`config.mk`:
```
export PLATFORM = sky130hd
export DESIGN_NAME = hs_arbiter
export DESIGN_NICKNAME = d
export VERILOG_FILES = /design/src/rtl/hs_arbiter.sv
export SDC_FILE = /design/constraint.sdc
export NUM_CORES = 1
export LEC_CHECK = 0
export CAP_MARGIN = 40
export CORE_ASPECT_RATIO = 1.2
export CORE_MARGIN = 2
export CORE_UTILIZATION = 49
export CTS_BUF_LIST = sky130_fd_sc_hd__clkbuf_4
export CTS_CLUSTER_DIAMETER = 60
export DETAILED_ROUTE_END_ITERATION = 16
export PLACE_DENSITY_LB_ADDON = 0.2
export SYNTH_ARGS = -nofsm -noshare
export SYNTH_HDL_FRONTEND = slang
export SYNTH_SLANG_ARGS = --single-unit
```
`constraint.sdc`:
```
create_clock -name clk -period 3.25 [get_ports clk]
set_input_delay 0.975 -clock clk [delete_from_list [all_inputs] [get_ports clk]]
set_output_delay 0.975 -clock clk [all_outputs]
set_load 0.02 [all_outputs]
```
`src/rtl/hs_arbiter.sv`:
```
// Round-robin arbiter sharing one 4-phase send/ack peripheral port between NUM_REQ requesters.
module hs_arbiter #(
  parameter  int NUM_REQ     = 4,
  parameter  int DATA_W      = 4,
  parameter  int SYNC_STAGES = 2,
  localparam int GW          = $clog2(NUM_REQ)
) (
  input  logic                      clk,
  input  logic                      rst,
  input  logic [NUM_REQ-1:0]        req_send,
  input  logic [NUM_REQ*DATA_W-1:0] req_data,
  output logic [NUM_REQ-1:0]        req_ack,
  output logic                      per_send,
  output logic [DATA_W-1:0]         per_newData,
  input  logic                      per_ack,
  output logic [GW-1:0]             grant_id,
  output logic                      busy
);

  typedef enum logic [1:0] {
    IDLE      = 2'd0,
    SEND      = 2'd1,
    WAIT_DROP = 2'd2,
    RELEASE   = 2'd3
  } state_t;

  localparam logic [GW-1:0] LAST_ID = GW'(NUM_REQ - 1);

  state_t              r_state;
  logic [GW-1:0]       r_ptr;
  logic                r_send;
  logic [DATA_W-1:0]   r_data;
  logic [GW-1:0]       r_gid;
  logic [NUM_REQ-1:0]  r_ack;
  logic                r_busy;

  state_t              w_state;
  logic [GW-1:0]       w_ptr;
  logic                w_send;
  logic [DATA_W-1:0]   w_data;
  logic [GW-1:0]       w_gid;
  logic [NUM_REQ-1:0]  w_ack;
  logic                w_busy;

  logic                w_ack_s;
  logic                w_found;
  logic [GW-1:0]       w_pick;
  logic [DATA_W-1:0]   w_words [NUM_REQ];

  for (genvar gi = 0; gi < NUM_REQ; gi++) begin : g_words
    assign w_words[gi] = req_data[gi*DATA_W +: DATA_W];
  end

  if (SYNC_STAGES == 0) begin : g_direct
    assign w_ack_s = per_ack;
  end else begin : g_sync
    logic [SYNC_STAGES-1:0] r_sync;

    always_ff @(posedge clk) begin
      if (rst) begin
        r_sync <= '0;
      end else begin
        r_sync[0] <= per_ack;
        for (int unsigned i = 1; i < SYNC_STAGES; i++) begin
          r_sync[i] <= r_sync[i-1];
        end
      end
    end

    assign w_ack_s = r_sync[SYNC_STAGES-1];
  end

  // First requester at or above ptr, wrapping modulo NUM_REQ.
  always_comb begin
    logic [GW:0] sum;
    w_found = 1'b0;
    w_pick  = '0;
    sum     = '0;
    for (int unsigned k = 0; k < NUM_REQ; k++) begin
      sum = {1'b0, r_ptr} + (GW+1)'(k);
      if (sum >= (GW+1)'(NUM_REQ)) begin
        sum = sum - (GW+1)'(NUM_REQ);
      end
      if (!w_found && req_send[sum[GW-1:0]]) begin
        w_found = 1'b1;
        w_pick  = sum[GW-1:0];
      end
    end
  end

  always_comb begin
    w_state = r_state;
    w_ptr   = r_ptr;
    w_send  = r_send;
    w_data  = r_data;
    w_gid   = r_gid;
    w_ack   = r_ack;
    unique case (r_state)
      IDLE: begin
        if (w_found && !w_ack_s) begin
          w_gid   = w_pick;
          w_data  = w_words[w_pick];
          w_send  = 1'b1;
          w_state = SEND;
        end
      end
      SEND: begin
        if (w_ack_s) begin
          w_ack        = '0;
          w_ack[r_gid] = 1'b1;
          w_state      = WAIT_DROP;
        end
      end
      WAIT_DROP: begin
        if (!req_send[r_gid]) begin
          w_send  = 1'b0;
          w_state = RELEASE;
        end
      end
      RELEASE: begin
        if (!w_ack_s) begin
          w_ack   = '0;
          w_ptr   = (r_gid == LAST_ID) ? '0 : r_gid + 1'b1;
          w_state = IDLE;
        end
      end
      default: w_state = IDLE;
    endcase
    w_busy = (w_state != IDLE);
  end

  always_ff @(posedge clk) begin
    if (rst) begin
      r_state <= IDLE;
      r_ptr   <= '0;
      r_send  <= 1'b0;
      r_data  <= '0;
      r_gid   <= '0;
      r_ack   <= '0;
      r_busy  <= 1'b0;
    end else begin
      r_state <= w_state;
      r_ptr   <= w_ptr;
      r_send  <= w_send;
      r_data  <= w_data;
      r_gid   <= w_gid;
      r_ack   <= w_ack;
      r_busy  <= w_busy;
    end
  end

  assign req_ack     = r_ack;
  assign per_send    = r_send;
  assign per_newData = r_data;
  assign grant_id    = r_gid;
  assign busy        = r_busy;

endmodule
```
=== Yosys cells after proc, flatten, opt, wreduce, memory -nomap -nowiden ===
Cells that the tools add are included.

* Bitwise operators: 2
* Divide/modulo/power cells: 0
* Add/subtract/negate cells: 8
* Shift operators: 0
* Multiplexer cells: 39
* Reductions and logical operators: 17
* $mul: 0
* Eq/ne operators: 8
* Magnitude comparators: 11

{| class="wikitable"
|+ Operators by type and width
! cell !! number
|-
| $mux W2 || 13
|-
| $mux W4 || 4
|-
| $lt A2 B3 Y1 const B || 5
|-
| $ge A3 B3 Y1 const B || 4
|-
| $mux W1 || 12
|-
| $bmux W1 S2 || 5
|-
| $bmux W4 S2 || 1
|-
| $ne A2 B2 Y1 const B || 4
|-
| $pmux W2 S4 || 1
|-
| $pmux W4 S2 || 1
|-
| $sub A2 B1 Y2 const B || 4
|-
| $add A2 B2 Y3 const B || 2
|-
| $eq A2 B2 Y1 const B || 3
|-
| $reduce_and A3 Y1 || 2
|-
| $reduce_bool A2 Y1 || 3
|-
| $logic_and A1 B1 Y1 || 5
|-
| $logic_not A1 Y1 || 4
|-
| $reduce_and A2 Y1 || 2
|-
| $add A2 B1 Y3 const B || 1
|-
| $ge A2 B3 Y1 const B || 1
|-
| $not A2 Y3 || 1
|-
| $add A2 B1 Y2 const B || 1
|-
| $demux W1 S2 || 1
|-
| $eq A2 B1 Y1 const B || 1
|-
| 4 further kinds || 4
|}

* Bits in writable memories: 0
* Logic and storage cells: 93
* Bits in latches: 0
* Output and inout bits: 12
* Bits of input ports: 23
* Bits in read-only memories: 0
* Register bits after elaboration: 18
* Memories kept: 0

=== Logic depth before layout (Yosys ltp) ===
* Depth after elaboration: 18
* Depth in mapped cells: 6

=== Worst setup path before layout ===
No wires, ideal clock.

* Kind: input to register
* From: input port req_send[2]
* To: register r_busy (netlist: busy)
* Path buffers: 0
* Slack: 1.212 ns
* Stages: 4
* Arrival time: 1.918 ns
* Cells stage by stage: or4_4 > o21ai_2 > a21oi_2 > or2_1

* Cells in the longest elaborated chain, start to end: 16
* Elaborated cells between the ends (all ways): 25

{| class="wikitable"
|+ RTL lines
! what !! RTL line !! source
|-
| from (decl) || 10 || <nowiki>input logic [NUM_REQ-1:0] req_send,</nowiki>
|-
| $bmux W1 S2 || 84 || <nowiki>if (!w_found && req_send[sum[GW-1:0]]) begin</nowiki>
|-
| $mux W1 (implied by the code) || 84 ||
|-
| $mux W1 || 84 ||
|-
| $logic_not A1 Y1 || 84 ||
|-
| $logic_and A1 B1 Y1 || 84 ||
|-
| $mux W1 || 84 ||
|-
| $logic_not A1 Y1 || 84 ||
|-
| $logic_and A1 B1 Y1 || 84 ||
|-
| $mux W1 || 84 ||
|-
| $logic_not A1 Y1 || 84 ||
|-
| $logic_and A1 B1 Y1 || 84 ||
|-
| $mux W1 || 84 ||
|-
| $logic_and A1 B1 Y1 || 100 || <nowiki>if (w_found && !w_ack_s) begin</nowiki>
|-
| $mux W2 || 100 ||
|-
| $pmux W2 S4 (*) || 98 || <nowiki>unique case (r_state)</nowiki>
|-
| $reduce_bool A2 Y1 (*) || 129 || <nowiki>w_busy = (w_state != IDLE);</nowiki>
|-
| to (signal assigned) || 148 || <nowiki>r_busy <= w_busy;</nowiki>
|-
| to (decl) || 35 || <nowiki>logic r_busy;</nowiki>
|}

Mark *: on every way between the ends. The rest lies on a longest branch, timed or not. The select of a mux whose other input is x is not followed.
A chain may end at the register's enable or synchronous reset.

=== Final worst setup path ===
* From: register r_gid[0] (netlist: grant_id[0])
* To: output port grant_id[0]

{| class="wikitable"
|+ RTL lines
! what !! RTL line !! source
|-
| from (decl) || 33 || <nowiki>logic [GW-1:0] r_gid;</nowiki>
|-
| from (signal assigned) || 146 || <nowiki>r_gid <= w_gid;</nowiki>
|-
| to (decl) || 16 || <nowiki>output logic [GW-1:0] grant_id,</nowiki>
|}

No word-level cell between the ends.

==> flow_summary.toml <==
[run_status]
status = "completed"

[timing]
clock_skew_ns = 0.002440
fin_tns_setup_ns = 0
min_period_ns = 2.423
rsz0062_at_grt = "false"
worst_slew_pin_slew_ns = 0.6021
hold_violations = 0
drv_slew = 0
relSlewSlack = 0.5973
whs_ns = 0.4493
finalCritPeriodShare = 0.7457
setup_violations = 0
max_freq_ghz = 0.4126

[hold_path]
hold_path_class = "reg2reg"
worstHoldPathCells = 1
hold_end = "g_sync.r_sync[1]$_SDFF_PP0_"
hold_start = "g_sync.r_sync[0]$_SDFF_PP0_"

[routing]
wirelength_um = 2119
dr.pass1.iters = 5
wl_per_cell_um = 13.85
post-route-drc-count = 0
vias = 864
vias_per_cell = 5.647
ant_nets = 0
drt_iter0_drc = 9

[global_routing]
antenna_found_initial = 0
grt_start_max_net_pins = 19
grt_pass1_wl_um = 3381
gr-total-overflow = 0
grt_use_total = 0.1974
first_global_vias = 796

[synthesis]
syn-num-nets = 127
ys_ff_latch = 18
netlist-cell-type-count = 30
synth_edf_count = 0
syn_area_per_cell_um2 = 9.622
syn_inst = 100
ys.flop_type = "dfxtp_1"
synthArstFlopShare = 0
mappedNetlistArea_um2 = 962.2
ys_seq_area_frac = 0.3745
synth_warnings = 0

[cts]
clock_sinks = 18
cts_tree = "built"
cts_root_buffer = "clkbuf_4"
path_clk_slew_ns = 0.11
cts_hold_buf = 0
cts_buffer_depth = 2
post_cts_resize_count = 0
htreeDepth = 1
cts_buffers = 3
clock_latency_ns = 0.29
post-cts-setup-buffers = 0

[power]
power.total_mw = 0.4778
ir_drop_uv = 222.3
cellPowerDensity_nw_per_um2 = 358.2
power_leakage_nw = 0.5006

[setup_path]
crit_buf_inv = 1
reg2regPathDepth = 5
worstSetupPathType = "reg2out"
timing.rr.end = "busy$_SDFF_PP0_"
max_stage_delay_ns = 0.66
cpMaxStageDelayCell = "clkdlybuf4s50_1"
worstPathMaxFanout = 7
cpLargestDelayFamily = "buffers and inverters"
cp.arrival_ns = 1.45
r2r_start = "grant_id[0]$_SDFFE_PP0P_"
end_kind = "primary output"
worstSetupStartpointType = "flop"
r2r_slack_ns = 1.65
path_cells = "clkdlybuf4s50_1"
critPathRequiredTime_ns = 2.27

[floorplan]
coreArea_um2 = 1851
dieArea_um2 = 2335
io_pins = 35
row_count = 17
die_width_um = 44.45
die_h_um = 52.54
start_util = 0.5199

[placed_design]
routabilityCongestion = 0.7415
port_buffers = 34
postPlaceCellArea_um2 = 1308
place_hpwl_um = 1645

[flow_run]
max-cap-violations = 0

[layout]
nFillCells = 156
design_area_um2 = 1334
area_growth_pct = 38.62
final_cell_mix = "34 x clkdlybuf4s50_1, 18 x dfxtp_1, 10 x nor2_1, 10 x mux2i_1, 6 x a21oi_1"
final_util = 0.7208
diodes = 0
drive_gt1_frac = 0.08955
final_common_cell = "clkdlybuf4s50_1"
nets = 162
==> layer usage <==
metal  part of all wire  track usage  vias to the layer above
met5                  0            0                        -
met3              0.054      0.03103                        4
li1                   -            -                      432
met4              0.010      0.07576                        0
met1               0.44       0.2432                      395
met2               0.50       0.3382                       33
==> final cells by class <==
type                    count  area [µm²]  area share
multi-input cells          73       564.3      0.4231
flip-flops and latches     18       360.3      0.2702
well taps                  19       23.77     0.01782
inverters                   5       18.77     0.01407
clock buffers               3       22.52     0.01689
repair buffers             34       340.3      0.2552
clock inverters             1       3.754    0.002814
==> cell families after synthesis <==
family / share of synthesized area
adders and majority gates: 0.05202
and+or+nand+nor: 0.1821
DFF: 0.3745
AOI/OAI and AO/OA: 0.2250
buffers and inverters: 0.03901
muxes: 0.1274
==> how the worst max path moves through the flow <==
stage / from / end / slack [ns] / depth (start not counted)
final: grant_id[0]$_SDFFE_PP0P_ / grant_id[0] / 0.83 / 1
after global routing: grant_id[0]$_SDFFE_PP0P_ / grant_id[0] / 0.76 / 1
after CTS: grant_id[0]$_SDFFE_PP0P_ / grant_id[0] / 0.82 / 1
after detailed placement: req_send[2] / per_newData[2]$_SDFFE_PP0P_ / 0.60 / 6
after global placement: req_send[2] / per_newData[2]$_SDFFE_PP0P_ / 0.62 / 6
after floorplan: req_send[2] / busy$_SDFF_PP0_ / 1.21 / 4
==> synth_stat cells (all sizes together) (4+ instances only) <==
cell type  count  area share
nand2          4       0.023
inv            5       0.020
a22o           5       0.047
dfxtp         18        0.37
ha             4       0.052
nand3b         5       0.039
o21ai          5       0.030
mux2i         10        0.10
a21oi          8       0.057
o221ai         4       0.036
nor2          10       0.039
a22oi          5       0.039
==> through the flow <==
stage | cells | setup slack, ns
finish | 153 | 0.8266
detailed placement | 149 | 0.5992
floorplan | 100 | 1.212
global placement | 149 | 0.6184
global route | 153 | 0.7650
CTS | 153 | 0.8179
==> state kept, by name, summed over array words and instances (netlist names) <==
signal and cells:
busy 1, grant_id 2, r_state 2, g_sync.r_sync 2
per_send 1, r_ptr 2, per_newData 4, req_ack 4
==> where the power goes <==
part | leakage, nW | internal, mW | switching [mW] | total [mW]
Clock | 0.0154 | 0.0446 | 0.0698 | 0.114
Combinational | 0.338 | 0.0657 | 0.0519 | 0.118
Sequential | 0.148 | 0.233 | 0.0126 | 0.246
Total | 0.501 | 0.344 | 0.134 | 0.478
No activity file was read; power rests on OpenSTA's default activity.
